===== config.mk =====
export PLATFORM = sky130hd
export DESIGN_NAME = escape_seq_parser
export DESIGN_NICKNAME = d
export VERILOG_FILES = /design/src/rtl/escape_seq_parser.sv
export SDC_FILE = /design/constraint.sdc
export NUM_CORES = 1
export LEC_CHECK = 0
export ABC_CLOCK_PERIOD_IN_PS = 6900
export CAP_MARGIN = 25
export CELL_PAD_IN_SITES_DETAIL_PLACEMENT = 0
export CELL_PAD_IN_SITES_GLOBAL_PLACEMENT = 1
export CORE_ASPECT_RATIO = 1.75
export CORE_UTILIZATION = 46
export CTS_BUF_LIST = sky130_fd_sc_hd__clkbuf_8 sky130_fd_sc_hd__clkbuf_16
export CTS_CLUSTER_SIZE = 30
export DETAILED_ROUTE_END_ITERATION = 10
export GPL_TIMING_DRIVEN = 0
export PLACE_DENSITY = 0.88
export SYNTH_ARGS = -nofsm -noshare
export SYNTH_HDL_FRONTEND = slang
export SYNTH_SLANG_ARGS = --single-unit

===== constraint.sdc =====
create_clock -name clk -period 6.9 [get_ports clk]
set_clock_uncertainty 0.15 [all_clocks]
set_input_delay 1.38 -clock clk [delete_from_list [all_inputs] [get_ports clk]]
set_output_delay 1.38 -clock clk [all_outputs]
set_load 0.02 [all_outputs]

===== src/rtl/escape_seq_parser.sv =====
// VT-style escape sequence parser: bytes in, one registered command out.
// Ports: clk, rst (async active-low), in_* byte stream, cmd_* command stream.
module escape_seq_parser #(
  parameter int NUM_PARAMS = 16,
  parameter int PARAM_W    = 16,
  localparam int NW = $clog2(NUM_PARAMS + 1)
) (
  input  logic                          clk,
  input  logic                          rst,
  input  logic                          in_valid,
  input  logic [7:0]                    in_data,
  output logic                          in_ready,
  output logic                          cmd_valid,
  input  logic                          cmd_ready,
  output logic [2:0]                    cmd_kind,
  output logic [7:0]                    cmd_char,
  output logic                          cmd_private,
  output logic [NW-1:0]                 cmd_nparams,
  output logic [NUM_PARAMS*PARAM_W-1:0] cmd_params,
  output logic                          cmd_overflow
);

  localparam int IW = (NUM_PARAMS > 1) ? $clog2(NUM_PARAMS) : 1;
  localparam int PV = NUM_PARAMS * PARAM_W;

  localparam logic [2:0] K_PRINT = 3'd0;
  localparam logic [2:0] K_CTRL  = 3'd1;
  localparam logic [2:0] K_ESC   = 3'd2;
  localparam logic [2:0] K_CSI   = 3'd3;
  localparam logic [2:0] K_INV   = 3'd4;

  typedef enum logic [1:0] {
    GROUND,
    ESCAPE,
    CSI_PARAM,
    CSI_IGNORE
  } state_t;

  state_t          state_q, state_d;
  logic [PV-1:0]   params_q, params_d;
  logic [IW-1:0]   idx_q, idx_d;
  logic            priv_q, priv_d;
  logic            ovf_q, ovf_d;
  logic            seen_q, seen_d;

  logic            valid_q, valid_d;
  logic [2:0]      kind_q, kind_d;
  logic [7:0]      char_q, char_d;
  logic            cpriv_q, cpriv_d;
  logic [NW-1:0]   np_q, np_d;
  logic [PV-1:0]   cparams_q, cparams_d;
  logic            covf_q, covf_d;

  logic            fire;
  logic            emit;
  logic            e_csi;
  logic [2:0]      e_kind;
  logic            is_c0;
  logic            is_can;
  logic            is_esc;
  logic            is_dig;
  logic            is_fin;
  logic [PARAM_W-1:0] cur_p;
  logic [PARAM_W-1:0] new_p;
  logic [PARAM_W+3:0] prod;

  assign in_ready = !valid_q || cmd_ready;
  assign fire     = in_valid && in_ready;

  assign is_c0  = (in_data < 8'h20);
  assign is_can = (in_data == 8'h18) || (in_data == 8'h1A);
  assign is_esc = (in_data == 8'h1B);
  assign is_dig = (in_data >= 8'h30) && (in_data <= 8'h39);
  assign is_fin = (in_data >= 8'h40) && (in_data <= 8'h7E);

  // p*10 + d in a 4-bit-wider accumulator; any carry out means saturate
  assign cur_p = params_q[idx_q*PARAM_W +: PARAM_W];
  assign prod  = ({4'b0, cur_p} << 3) + ({4'b0, cur_p} << 1)
               + (PARAM_W+4)'(in_data[3:0]);
  assign new_p = (|prod[PARAM_W+3:PARAM_W]) ? '1 : prod[PARAM_W-1:0];

  always_comb begin
    state_d  = state_q;
    params_d = params_q;
    idx_d    = idx_q;
    priv_d   = priv_q;
    ovf_d    = ovf_q;
    seen_d   = seen_q;
    emit     = 1'b0;
    e_csi    = 1'b0;
    e_kind   = K_PRINT;
    if (fire) begin
      if (is_c0 && state_q != GROUND && !is_can && !is_esc) begin
        emit   = 1'b1;
        e_kind = K_CTRL;
      end else begin
        unique case (state_q)
          GROUND: begin
            if (is_esc) begin
              state_d = ESCAPE;
            end else if (is_c0) begin
              emit   = 1'b1;
              e_kind = K_CTRL;
            end else if (in_data < 8'h7F) begin
              emit   = 1'b1;
              e_kind = K_PRINT;
            end else if (in_data[7]) begin
              emit   = 1'b1;
              e_kind = K_INV;
            end
          end
          ESCAPE: begin
            if (in_data == 8'h5B) begin
              state_d  = CSI_PARAM;
              params_d = '0;
              idx_d    = '0;
              priv_d   = 1'b0;
              ovf_d    = 1'b0;
              seen_d   = 1'b0;
            end else if (is_can) begin
              state_d = GROUND;
            end else if (in_data >= 8'h30 && in_data <= 8'h7E) begin
              emit    = 1'b1;
              e_kind  = K_ESC;
              state_d = GROUND;
            end else if (in_data[7]) begin
              emit    = 1'b1;
              e_kind  = K_INV;
              state_d = GROUND;
            end
          end
          CSI_PARAM: begin
            if (is_esc) begin
              state_d = ESCAPE;
            end else if (is_can) begin
              state_d = GROUND;
            end else if (is_dig) begin
              seen_d = 1'b1;
              if (!ovf_q) begin
                params_d[idx_q*PARAM_W +: PARAM_W] = new_p;
              end
            end else if (in_data == 8'h3B) begin
              seen_d = 1'b1;
              if (idx_q == IW'(NUM_PARAMS - 1)) begin
                ovf_d = 1'b1;
              end else begin
                idx_d = idx_q + 1'b1;
              end
            end else if (in_data == 8'h3F) begin
              if (!seen_q && !priv_q) begin
                priv_d = 1'b1;
              end else begin
                state_d = CSI_IGNORE;
              end
            end else if (is_fin) begin
              emit    = 1'b1;
              e_csi   = 1'b1;
              e_kind  = K_CSI;
              state_d = GROUND;
            end else if (in_data != 8'h7F) begin
              state_d = CSI_IGNORE;
            end
          end
          CSI_IGNORE: begin
            if (is_esc) begin
              state_d = ESCAPE;
            end else if (is_can) begin
              state_d = GROUND;
            end else if (is_fin) begin
              emit    = 1'b1;
              e_kind  = K_INV;
              state_d = GROUND;
            end
          end
        endcase
      end
    end
  end

  always_comb begin
    valid_d   = valid_q;
    kind_d    = kind_q;
    char_d    = char_q;
    cpriv_d   = cpriv_q;
    np_d      = np_q;
    cparams_d = cparams_q;
    covf_d    = covf_q;
    if (fire && emit) begin
      valid_d   = 1'b1;
      kind_d    = e_kind;
      char_d    = in_data;
      cpriv_d   = e_csi && priv_q;
      np_d      = '0;
      cparams_d = '0;
      covf_d    = e_csi && ovf_q;
      if (e_csi) begin
        cparams_d = params_q;
        if (seen_q) begin
          np_d = NW'(idx_q) + NW'(1);
        end
      end
    end else if (cmd_ready) begin
      valid_d = 1'b0;
    end
  end

  always_ff @(posedge clk or negedge rst) begin
    if (!rst) begin
      state_q   <= GROUND;
      params_q  <= '0;
      idx_q     <= '0;
      priv_q    <= 1'b0;
      ovf_q     <= 1'b0;
      seen_q    <= 1'b0;
      valid_q   <= 1'b0;
      kind_q    <= '0;
      char_q    <= '0;
      cpriv_q   <= 1'b0;
      np_q      <= '0;
      cparams_q <= '0;
      covf_q    <= 1'b0;
    end else begin
      state_q   <= state_d;
      params_q  <= params_d;
      idx_q     <= idx_d;
      priv_q    <= priv_d;
      ovf_q     <= ovf_d;
      seen_q    <= seen_d;
      valid_q   <= valid_d;
      kind_q    <= kind_d;
      char_q    <= char_d;
      cpriv_q   <= cpriv_d;
      np_q      <= np_d;
      cparams_q <= cparams_d;
      covf_q    <= covf_d;
    end
  end

  assign cmd_valid    = valid_q;
  assign cmd_kind     = kind_q;
  assign cmd_char     = char_q;
  assign cmd_private  = cpriv_q;
  assign cmd_nparams  = np_q;
  assign cmd_params   = cparams_q;
  assign cmd_overflow = covf_q;

endmodule


==> results.yml <==
clock_tree:
  cts_hold_buf: 0
  cts_max_level: 2
  clkTransAtPathRegs_ns: 0.07
  insertion_delay_ns: 0.59
  cts_tree: "yes"
  clockBufferDepth: 3
  cts_root_buf: "clkbuf_16"
  numClockSinks: 540
  numCtsBuffers: 47
min_path:
  min_path_type: "register to register"
grt:
  grt_pass1_vias: 18459
  grt_pass1_wl_mm: 124.5
  grt_start_max_net_pins: 134
  antenna_found_initial: 1
  grt_overflow: 0
  grt_usage_pct: 33.90
synth:
  synth_top_area_share_pct: 58.61
  synth_warnings: 0
  synth-main-ff-cell: "dfrtp_1"
  ys_async_sr_fraction_pct: 100.0
  avgSynthCellArea_um2: 13.35
  netlist_instances: 1727
  synth_area_leaders: "dfrtp_1 59%, a22o_1 20%, mux4_2 3.3%, mux2i_1 2.7%, ha_1 2.0%"
  synth-seq-area-share_pct: 58.61
  yosysUniqueCellTypes: 74
  synth.cell_area_um2: 23060
  syn_nets: 1778
  synth_edf_count: 0
  ys_ff_latch: 540
  synth_area_leader_cell: "dfrtp_1"
pwr:
  p_switching_w: 0.001843
  powerDensity_nw_per_um2: 241.5
  pwr-share-comb_pct: 11.6
  pwr-share-clk_pct: 41.9
  sequentialPowerShare_pct: 46.4
  p_int_w: 0.005086
  vdd_drop_max_uv: 208.1
  swShare_pct: 26.59
  power_w: 0.006929
  p_leak_nw: 13.11
timing:
  worst_pin_slew_ns: 0.9953
  period_share_pct: 97.10
  hold_ws_ns: 0.3382
  max_clock_freq_mhz: 149.3
  fin_crit_ns: 6.700
  setup_viol: 0
  relSlewSlack_pct: 33.14
  rsz0062_at_grt: "no"
  hold_viol: 0
  maxSlewViolCount: 0
floorplanning:
  start_util_pct: 46.49
  die_x_um: 171.2
  num_rows: 108
  core_area_um2: 49590
  die_h_um: 298.2
  dieArea_um2: 51060
  io_pins: 288
status:
  status: "completed"
worst_setup_path:
  path_class: "register to register"
  r2r_cells: 17
  r2r_setup_slack_ns: 0.20
  cp_max_fo: 10
  cp.required_ns: 7.28
  critPathLaunch: "idx_q[0]$_DFFE_PN0P_"
  cp_data_arrival_time_ns: 7.08
  startpoint_type: "register"
  critPathCaptureType: "register"
  r2r-end: "params_q[200]$_DFFE_PN0P_"
  r2r-start: "idx_q[0]$_DFFE_PN0P_"
  crit_end: "params_q[200]$_DFFE_PN0P_"
place:
  gp_congestion: 0.9907
  post_dp_cell_area_um2: 26880
  hpwl_mm: 64.68
  numPortBuffers: 287
cells_and_area:
  ff_latch_area_um2: 13510
  nNetsFinal: 2121
  synthToLayoutAreaGrowth_pct: 24.41
  layout-drive-gt1-share_pct: 11.68
  multi_input_area_um2: 8910
  diodes: 0
  fillers: 4061
  stdcell_area_um2: 28690
routing:
  ant_nets: 0
  drc: 0
  routed_wl_mm: 85.26
  routed_via_density: 6.491
  firstDrtPassIters: 5
  drtIter0Drc: 1630
  wl_per_cell_um: 30.82
  via_count: 17955
run:
  drv_cap: 0
routing by layer:
layer	global-route usage, %	part of all wire [%]
met1	38.77	35
met2	58.98	52
met3	5.128	6.3
met4	20.66	7.0
met5	0	0.015
flip-flops by register name, summed over array words and instances (netlist names):
| name | count |
|---|---|
| priv_q | 1 |
| state_q | 2 |
| cmd_kind | 3 |
| idx_q | 4 |
| cmd_params | 256 |
| cmd_valid | 1 |
| cmd_nparams | 5 |
| cmd_overflow | 1 |
| cmd_private | 1 |
| params_q | 256 |
| ovf_q | 1 |
| cmd_char | 8 |
| seen_q | 1 |
cell usage after synthesis (5+ instances only):
cell and number:
buf_1 18, nand2b_1 9, mux4_2 34, buf_2 53
clkbuf_1 66, o211ai_1 5, a22oi_1 14, nor2_1 22
xor2_1 6, mux2_2 9, nand2_1 69, a21oi_1 25
o21ai_0 50, buf_4 8, a21o_1 5, a221oi_1 30
nand3_2 9, nand3_1 14, a211oi_1 5, nand4_1 6
o21a_1 6, a22o_1 515, and3_1 6, nor2b_1 5
inv_1 15, ha_1 37, nor3_1 5, xnor2_1 9
mux2i_1 63, dfrtp_1 540
repair_timing:
action,in CTS,in global routing
endpoints found under the setup margin,204,160
gates resized for setup,19,17
setup buffers,0,2
pin swaps,0,1
power groups by stage:
stage	combinational [W]	clock [W]	sequential [W]
floorplan	0.000413	0	0.00330
global placement	0.000762	0	0.00329
detailed placement	0.000782	0	0.00328
CTS	0.000790	0.00291	0.00322
global route	0.000848	0.00303	0.00322
finish	0.000807	0.00290	0.00322
layout make-up:
cell class / count / share of cell area (%)
buffer: 145 / 2.355
clock buffer: 51 / 4.292
clock inverter: 34 / 1.540
inverter: 16 / 0.2094
multi-input combinational: 1025 / 31.06
sequential: 540 / 47.11
tap: 660 / 2.879
timing repair buffer: 295 / 10.56
critical path, stage by stage, from the launching register on:
cell and delay (ns):
dfrtp_1 0.57, buf_2 0.34, buf_2 0.42, clkdlybuf4s15_2 0.55, mux2i_1 0.18, a221oi_2 0.45
o21ai_0 0.18, nand2_1 0.16, fa_1 0.45, ha_1 0.32, a211oi_1 0.36, o211ai_1 0.29
a21o_1 0.27, a211oi_1 0.42, nor3_4 0.14, nand3_2 0.33, clkbuf_1 0.79, a22o_1 0.28
worst min path at each step:
stage	cells past startpoint	start	slack [ns]	end
4_1_cts	2	cmd_char[7]$_DFFE_PN0P_	0.34	cmd_char[7]$_DFFE_PN0P_
3_3_place_gp	2	cmd_nparams[4]$_DFFE_PN0P_	0.32	cmd_nparams[4]$_DFFE_PN0P_
5_1_grt	1	cmd_params[138]$_DFFE_PN0P_	0.37	cmd_params[138]$_DFFE_PN0P_
6_report	2	cmd_char[7]$_DFFE_PN0P_	0.34	cmd_char[7]$_DFFE_PN0P_
2_1_floorplan	1	ovf_q$_DFFE_PN0P_	0.33	cmd_overflow$_DFFE_PN0P_
3_5_place_dp	2	cmd_char[7]$_DFFE_PN0P_	0.32	cmd_char[7]$_DFFE_PN0P_
per-stage QoR:
step           util, %  setup TNS [ns]  setup WS [ns]  cells
6_report         57.84               0         0.2001   2766
3_3_place_gp     53.95        -9772.85         -18.10   2674
2_1_floorplan        -               0          1.741   1727
5_1_grt          57.84               0        0.01464   2766
4_1_cts          57.72               0       0.001618   2763
3_5_place_dp     54.20          -64.97        -0.8153   2678
kinds of logic (layout without fill, tap and decap cells):
group	Yosys count	after routing	share of synthesized area, %
AND/OR/NAND/NOR	176	176	4.303
multiplexers	106	106	6.496
adder cells (fa/ha/maj)	39	39	2.181
flip-flops	540	540	58.61
XOR/XNOR	15	15	0.5698
AO/OA/AOI/OAI	689	689	24.78
buffers and inverters	162	541	3.060
placed cells by master (no fill, tap or decap), drive strengths merged, types with 4 or more instances in the layout:
cell type	instances
a211oi	6
a21o	5
a21oi	25
a221oi	31
a22o	515
a22oi	14
and3	6
buf	83
bufinv	9
clkbuf	119
clkdlybuf4s50	286
clkinv	10
dfrtp	540
ha	37
inv	29
mux2	9
mux2i	63
mux4	34
nand2	69
nand2b	9
nand3	23
nand3b	5
nand4	6
nor2	29
nor2b	5
nor3	8
nor3b	4
o211ai	5
o21a	6
o21ai	53
o31ai	4
xnor2	9
xor2	6
Note: power is estimated with default switching activity, not from simulation.
